===== config.mk =====
export PLATFORM = sky130hd
export DESIGN_NAME = led_pio_blink_flat
export DESIGN_NICKNAME = d
export VERILOG_FILES = /design/src/rtl/led_pio_blink_if.sv /design/src/rtl/led_pio_blink.sv /design/src/flat_wrapper.sv
export SDC_FILE = /design/constraint.sdc
export NUM_CORES = 1
export LEC_CHECK = 0
export BUFFER_PORTS_ARGS = -buffer_cell sky130_fd_sc_hd__buf_2
export CAP_MARGIN = 20
export CORE_UTILIZATION = 48
export DETAILED_ROUTE_END_ITERATION = 10
export PLACE_DENSITY = 0.71
export SYNTH_ARGS = -nofsm -noshare
export SYNTH_HDL_FRONTEND = slang
export SYNTH_SLANG_ARGS = --single-unit

===== constraint.sdc =====
create_clock -name clk -period 4.6 [get_ports clk]
set_clock_uncertainty 0.1 [all_clocks]
set_input_delay 0.92 -clock clk [delete_from_list [all_inputs] [get_ports clk]]
set_output_delay 0.92 -clock clk [all_outputs]
set_load 0.05 [all_outputs]

===== src/rtl/led_pio_blink_if.sv =====
`default_nettype none
// +------------------------------------------------------------------+
// | Module      : led_pio_blink_if                                   |
// | Description : Avalon-MM slave bus bundle for the LED PIO          |
// |               (address/select/write strobe/data, read data).      |
// | Revision    : 1.0  initial release                                |
// +------------------------------------------------------------------+
interface led_pio_blink_if;
   logic [2:0]  address;
   logic        chipselect;
   logic        write_n;
   logic [31:0] writedata;
   logic [31:0] readdata;

   modport master (
      output address,
      output chipselect,
      output write_n,
      output writedata,
      input  readdata
   );

   modport slave (
      input  address,
      input  chipselect,
      input  write_n,
      input  writedata,
      output readdata
   );
endinterface
`default_nettype wire


===== src/rtl/led_pio_blink.sv =====
`default_nettype none
// +------------------------------------------------------------------+
// | Module      : led_pio_blink                                      |
// | Description : Parametrised Avalon-MM output PIO for LED banks     |
// |               with DATA/SET/CLEAR registers and per-bit blink     |
// |               driven by a programmable half-period prescaler.     |
// | Revision    : 1.0  initial release                                |
// +------------------------------------------------------------------+
module led_pio_blink #(
   parameter int unsigned          WIDTH       = 9,
   parameter int unsigned          DIV_WIDTH   = 24,
   parameter logic [WIDTH-1:0]     RESET_VALUE = '0,
   parameter logic [DIV_WIDTH-1:0] DEFAULT_DIV = 24'd12_499_999
) (
   input  logic              clk,
   input  logic              reset,
   led_pio_blink_if.slave    bus,
   output logic [WIDTH-1:0]  out_port
);

   localparam logic [2:0] ADDR_DATA   = 3'd0;
   localparam logic [2:0] ADDR_SET    = 3'd1;
   localparam logic [2:0] ADDR_CLEAR  = 3'd2;
   localparam logic [2:0] ADDR_MASK   = 3'd3;
   localparam logic [2:0] ADDR_DIV    = 3'd4;
   localparam logic [2:0] ADDR_STATUS = 3'd5;

   localparam logic [DIV_WIDTH-1:0] DIV_ONE = 1;

   logic                 we;
   logic [WIDTH-1:0]     wd_data;
   logic [DIV_WIDTH-1:0] wd_div;
   logic                 unused_wd;

   logic [WIDTH-1:0]     data;
   logic [WIDTH-1:0]     blink_mask;
   logic [DIV_WIDTH-1:0] blink_div;
   logic [DIV_WIDTH-1:0] cnt;
   logic                 phase;
   logic [31:0]          rd;

   assign we        = bus.chipselect & ~bus.write_n;
   assign wd_data   = bus.writedata[WIDTH-1:0];
   assign wd_div    = bus.writedata[DIV_WIDTH-1:0];
   // Upper write-data bits beyond WIDTH/DIV_WIDTH are deliberately ignored.
   assign unused_wd = ^bus.writedata;

   // Register file: DATA (with atomic set/clear), blink mask and divider.
   always_ff @(posedge clk) begin
      if (reset) begin
         data       <= RESET_VALUE;
         blink_mask <= '0;
         blink_div  <= DEFAULT_DIV;
      end else if (we) begin
         case (bus.address)
            ADDR_DATA:  data       <= wd_data;
            ADDR_SET:   data       <= data | wd_data;
            ADDR_CLEAR: data       <= data & ~wd_data;
            ADDR_MASK:  blink_mask <= wd_data;
            ADDR_DIV:   blink_div  <= wd_div;
            default:    ;
         endcase
      end
   end

   // Prescaler: a divider write restarts the count without touching phase,
   // so lowering the divider below the current count can never overrun.
   always_ff @(posedge clk) begin
      if (reset) begin
         cnt   <= '0;
         phase <= 1'b1;
      end else if (we && bus.address == ADDR_DIV) begin
         cnt   <= '0;
      end else if (cnt == blink_div) begin
         cnt   <= '0;
         phase <= ~phase;
      end else begin
         cnt   <= cnt + DIV_ONE;
      end
   end

   // Output register: blinking bits are gated by phase, dark when DATA is 0.
   always_ff @(posedge clk) begin
      if (reset) begin
         out_port <= RESET_VALUE;
      end else begin
         out_port <= data & (~blink_mask | {WIDTH{phase}});
      end
   end

   // Combinational, zero-extended read mux; independent of chipselect.
   always_comb begin
      rd = '0;
      case (bus.address)
         ADDR_DATA:   rd[WIDTH-1:0]     = data;
         ADDR_MASK:   rd[WIDTH-1:0]     = blink_mask;
         ADDR_DIV:    rd[DIV_WIDTH-1:0] = blink_div;
         ADDR_STATUS: rd[0]             = phase;
         default:     rd                = '0;
      endcase
   end

   assign bus.readdata = rd;

endmodule
`default_nettype wire


===== src/flat_wrapper.sv =====
// flat-port wrapper written by rule: the top's interface ports become plain ports
module led_pio_blink_flat 
#(
   parameter int unsigned          WIDTH       = 9,
   parameter int unsigned          DIV_WIDTH   = 24,
   parameter logic [WIDTH-1:0]     RESET_VALUE = '0,
   parameter logic [DIV_WIDTH-1:0] DEFAULT_DIV = 24'd12_499_999
)
  (clk, reset, out_port, bus_address, bus_chipselect, bus_write_n, bus_writedata, bus_readdata);
  led_pio_blink_if bus_i ();
  input  logic clk;
  input  logic reset;
  output logic [WIDTH-1:0] out_port;
  input wire logic [$bits(bus_i.address)-1:0] bus_address;
  input wire logic [$bits(bus_i.chipselect)-1:0] bus_chipselect;
  input wire logic [$bits(bus_i.write_n)-1:0] bus_write_n;
  input wire logic [$bits(bus_i.writedata)-1:0] bus_writedata;
  output wire logic [$bits(bus_i.readdata)-1:0] bus_readdata;
  assign bus_i.address = bus_address;
  assign bus_i.chipselect = bus_chipselect;
  assign bus_i.write_n = bus_write_n;
  assign bus_i.writedata = bus_writedata;
  assign bus_readdata = bus_i.readdata;
  led_pio_blink #(.WIDTH(WIDTH), .DIV_WIDTH(DIV_WIDTH), .RESET_VALUE(RESET_VALUE), .DEFAULT_DIV(DEFAULT_DIV)) u_core (.clk(clk), .reset(reset), .bus(bus_i), .out_port(out_port));
endmodule

# ---- Word level (Yosys, flattened, before mapping)
# Cells that the tools add are included.
dict set report totals {
  reg_bits 76
  latch_bits 0
  ramBits 0
  mem_bits_ro 0
  in_bits 39
  out_inout_bits 41
  wordCells 35
  n_memories 0
}
dict set report classes {
  addsub 1
  multipliers 0
  n_div 0
  n_lt_le_gt_ge 0
  eq_ne 6
  shift 0
  mux 4
  n_bitwise 10
  n_reduce_logical 8
}
# operator n
set op_table {}
lappend op_table {{9-bit case mux with 3 select lines} 1}
lappend op_table {{24-bit by 1-bit adder with 24-bit output (second input constant)} 1}
lappend op_table {{24-bit equality test} 1}
lappend op_table {{8-bit case mux with 3 select lines} 1}
lappend op_table {{9-bit AND} 2}
lappend op_table {{9-bit NOT} 2}
lappend op_table {{9-bit bitwise OR} 2}
lappend op_table {{15-bit 2-to-1 mux} 1}
lappend op_table {{2-bit AND reduction} 4}
lappend op_table {{3-bit by 2-bit equality test with 1-bit output (second input constant)} 2}
lappend op_table {{3-bit equality test (second input constant)} 2}
lappend op_table {{1-bit case mux with 4 select lines} 1}
lappend op_table {{3-bit by 1-bit equality test with 1-bit output (second input constant)} 1}
lappend op_table {{3-bit zero test} 1}
lappend op_table {{1-bit NOT} 3}
lappend op_table {{3-bit nonzero test} 1}
lappend op_table {{3-bit OR reduction} 1}
lappend op_table {{1-bit AND} 1}
lappend op_table {{1-bit logical AND} 1}

# ---- Longest topological paths before layout
dict set report depth {
  depth_word 5
  ltp_mapped 7
  ltp_nobuf 6
}

# ---- Least setup slack after synthesis
# No wires, ideal clock.
dict set report synth_timing {
  kind {input port to output port}
  start {input port bus_address[2]}
  end {output port bus_readdata[0]}
  arrival_ps 2821
  required_ps 3580
  slack_ps 759
  stages 4
  path_buffers 2
  cell_sequence {clkbuf_1 > clkbuf_1 > a22oi_1 > o21ai_0}
}
dict set report synth_between {
  elab_chain_len 2
  elab_cells_between_ends 5
  classes_between {3 x eq/ne; 1 x mux; 1 x reduce/logical}
}
# element line_no
set synth_rtl {}
lappend synth_rtl {{start, declared} flat_wrapper.sv:14} ;# input wire logic [$bits(bus_i.address)-1:0] bus_address;
lappend synth_rtl {{3-bit equality test, or another cell as far along} led_pio_blink.sv:94} ;# case (bus.address)
lappend synth_rtl {{1-bit case mux with 4 select lines *} led_pio_blink.sv:94}
lappend synth_rtl {{end, declared} flat_wrapper.sv:18} ;# output wire logic [$bits(bus_i.readdata)-1:0] bus_readdata;
# Every way passes the cells marked *; elsewhere a longest branch is shown, timed or not.

# ---- Worst setup path in the final report
dict set report layout_timing {
  start {input port bus_address[2]}
  end {output port bus_readdata[3]}
}
dict set report layout_between {
  elab_chain_len 2
  elab_cells_between_ends 4
  classes_between {2 x eq/ne; 1 x mux; 1 x reduce/logical}
}
# element line_no
set layout_rtl {}
lappend layout_rtl {{3-bit equality test, or another cell as far along} led_pio_blink.sv:94}
lappend layout_rtl {{8-bit case mux with 3 select lines *} led_pio_blink.sv:94}
# Marks and branches as above.

==> impl_metrics.toml <==
[outcome]
run_status = "finished clean"

[setup_path]
cp_max_fo = 30
worst-endpoint-arrival_ns = 2.40
regToRegSetupSlack_ns = 2.20
cp-start-kind = "input port"
r2r_start = "u_core.cnt[6]"
rr_worst_depth = 5
cp-end-kind = "output port"
r2r_end = "u_core.cnt[16]"
worstSetupPathType = "in2out"
required_ns = 3.58

[floorplan]
fp.dieW_um = 88.7
die_h_um = 88.7
core-area_um2 = 7250
ios = 80
core.rowCount = 31
die_area_um2 = 7870
initial_core_util_pct = 49.8

[clocking]
clockBufferDepth = 2
clockRootBuffer = "clkbuf_8"
cts-resized-gates = 0
cts_tree = "done"
ctsHoldBuffers = 0
h-tree-depth = 3
cts_buffers = 9
postCtsSetupRepairBufs = 0
clk_pin_slew_ns = 0.07
cts.sinks = 76
clock_latency_ns = 0.35

[pwr]
p_per_area_nw_per_um2 = 323
combPwrFrac_pct = 9.5
p_leak_nw = 1.81
p_seq_share_pct = 50.9
netSwitchingFraction_pct = 25.1
p_int_uw = 996
ir_worst_vdd_uv = 162
pwr-share-clk_pct = 39.6
p_switching_uw = 334

[yosys]
yosys.area.top_type_share_pct = 42.1
yosysSeqAreaShare_pct = 42.1
synthTopCellsByArea = "dfxtp_1, xor2_1, nand2_1, mux2i_1, and3_1"
synth_area_um2 = 3610
synth_edf_count = 0
avgSynthCellArea_um2 = 8.64
yosysWarnings = 0
synth_cell_type_count = 42
synth_cells = 418
yosys.area.top_type = "dfxtp_1"
ys_ff_latch = 76
synth_ff_type = "dfxtp_1"
synthTopCellsByCount = "dfxtp_1, nand2_1, nor2_1"
async_flop_share_pct = 0
yosysMostFrequentCell = "dfxtp_1"

[placement]
portBuffers = 63
place_congestion = 0.825
pre_cts_ws_ns = 1.18
hpwlAfterDp_mm = 6.02
place_area_um2 = 3910

[timing]
finalSetupViolations = 0
period_share_pct = 74.3
rsz0062_at_grt = "false"
finalWorstSetupSlack_ns = 1.18
period_needed_ns = 3.42
slew_headroom_pct = 31.7
clock.fmax_ghz = 0.293
fin_setup_tns_ns = 0
drv_slew = 0
worst_pin_slew_ns = 1.02
finalHoldViolCount = 0

[drt]
drc = 0
vias = 3056
ant_nets = 0
drt_iter0_drc = 169
dr.pass1.iters = 4
routedWlPerCell_um = 14.8
vias_per_cell = 5.33
routed_wl_mm = 8.51

[min_path]
min_to = "u_core.cnt[0]"
hp-start = "u_core.cnt[0]"
min_path_cells = 1
hold_class = "reg2reg"

[final_layout]
nets = 510
insertedDiodeCount = 0
final_util_pct = 56.7
final_cell_area_um2 = 4110
area_growth_pct = 14.0
layout-drive-gt1-share_pct = 19.6

[global_route]
grt.busiest_layer = "met2"
global_route.usage.met3_pct = 3.64
grt_pass1_wl_mm = 13.5
grt_pass1_vias = 2759
grt_max_degree = 31
met1_usage_pct = 30.8
grt-ovfl-total = 0
use_met2_pct = 35.5
antenna_found_initial = 0
grtUsageTotal_pct = 22.9

[job]
drv_cap = 0
## worst max-delay path, cell delays in order
cell	delay, ns
buf_2	0.29
nor2_1	0.66
nand2_1	0.10
o21ai_0	0.12
buf_2	0.30
## cells in the final DEF, fill, tap and decap left out, types with 9 or more instances in the layout
| master | instances |
|---|---|
| nor2_1 | 40 |
| mux2i_1 | 18 |
| a32o_1 | 9 |
| buf_2 | 63 |
| dfxtp_1 | 76 |
| and3_1 | 27 |
| clkbuf_8 | 12 |
| nand2_1 | 68 |
| nand3_1 | 24 |
| nand2b_1 | 10 |
| o21ai_0 | 18 |
| xnor2_1 | 10 |
| xor2_1 | 37 |
## state kept, by name (all words and copies together) (netlist names)
register	count
u_core.blink_div	24
u_core.blink_mask	9
u_core.cnt	24
u_core.data	9
u_core.out_port	9
u_core.phase	1
## logic make-up after synthesis
family          Yosys count  synth area share (%)
simple gates            201                  27.9
flops                    76                  42.1
xor+xnor                 47                  11.4
compound gates           38                  7.28
buf+inv                  35                  5.48
mux                      19                  5.30
fa+ha+maj                 1                 0.347
other cells               1                 0.104
## routing by layer
metal | wire length, µm | vias up
li1 | - | 1502
met1 | 4070 | 1459
met2 | 3900 | 76
met3 | 314 | 19
met4 | 222 | 0
met5 | 0 | -
## worst max path at each step
stage                   startpoint              end  slack [ns]  depth (start not counted)
finish              bus_address[2]  bus_readdata[3]        1.18                          5
global route        bus_address[2]  bus_readdata[3]        1.07                          5
CTS                 bus_address[2]  bus_readdata[3]        1.18                          5
detailed placement  bus_address[2]  bus_readdata[3]        1.18                          5
global placement    bus_address[2]  bus_readdata[3]        1.17                          5
floorplan           bus_address[2]  bus_readdata[0]        0.76                          4
## area by class of cell
class                   count  area (µm²)
inverters                   3        11.3
multi-input cells         314        1920
clock inverters             1        30.0
flip-flops and latches     76        1520
well taps                  99         124
repair buffers             66         338
fillers                   672        3140
clock buffers              14         173
## stage by stage
| stage | total power [mW] | std cells | hold slack, ns |
|---|---|---|---|
| detailed placement | 0.818 | 558 | 0.382 |
| finish | 1.33 | 573 | 0.390 |
| CTS | 1.34 | 573 | 0.391 |
| floorplan | 0.787 | 425 | 0.347 |
| global route | 1.37 | 573 | 0.407 |
| global placement | 0.816 | 558 | 0.366 |
## power by group through the flow
| stage | Clock (mW) | Combinational [mW] | Sequential (mW) |
|---|---|---|---|
| after floorplan | 0 | 0.0944 | 0.693 |
| after global placement | 0 | 0.124 | 0.692 |
| after detailed placement | 0 | 0.126 | 0.692 |
| after CTS | 0.534 | 0.126 | 0.677 |
| after global routing | 0.561 | 0.135 | 0.678 |
| final | 0.526 | 0.126 | 0.677 |
Power figures use the tool's default switching activity.
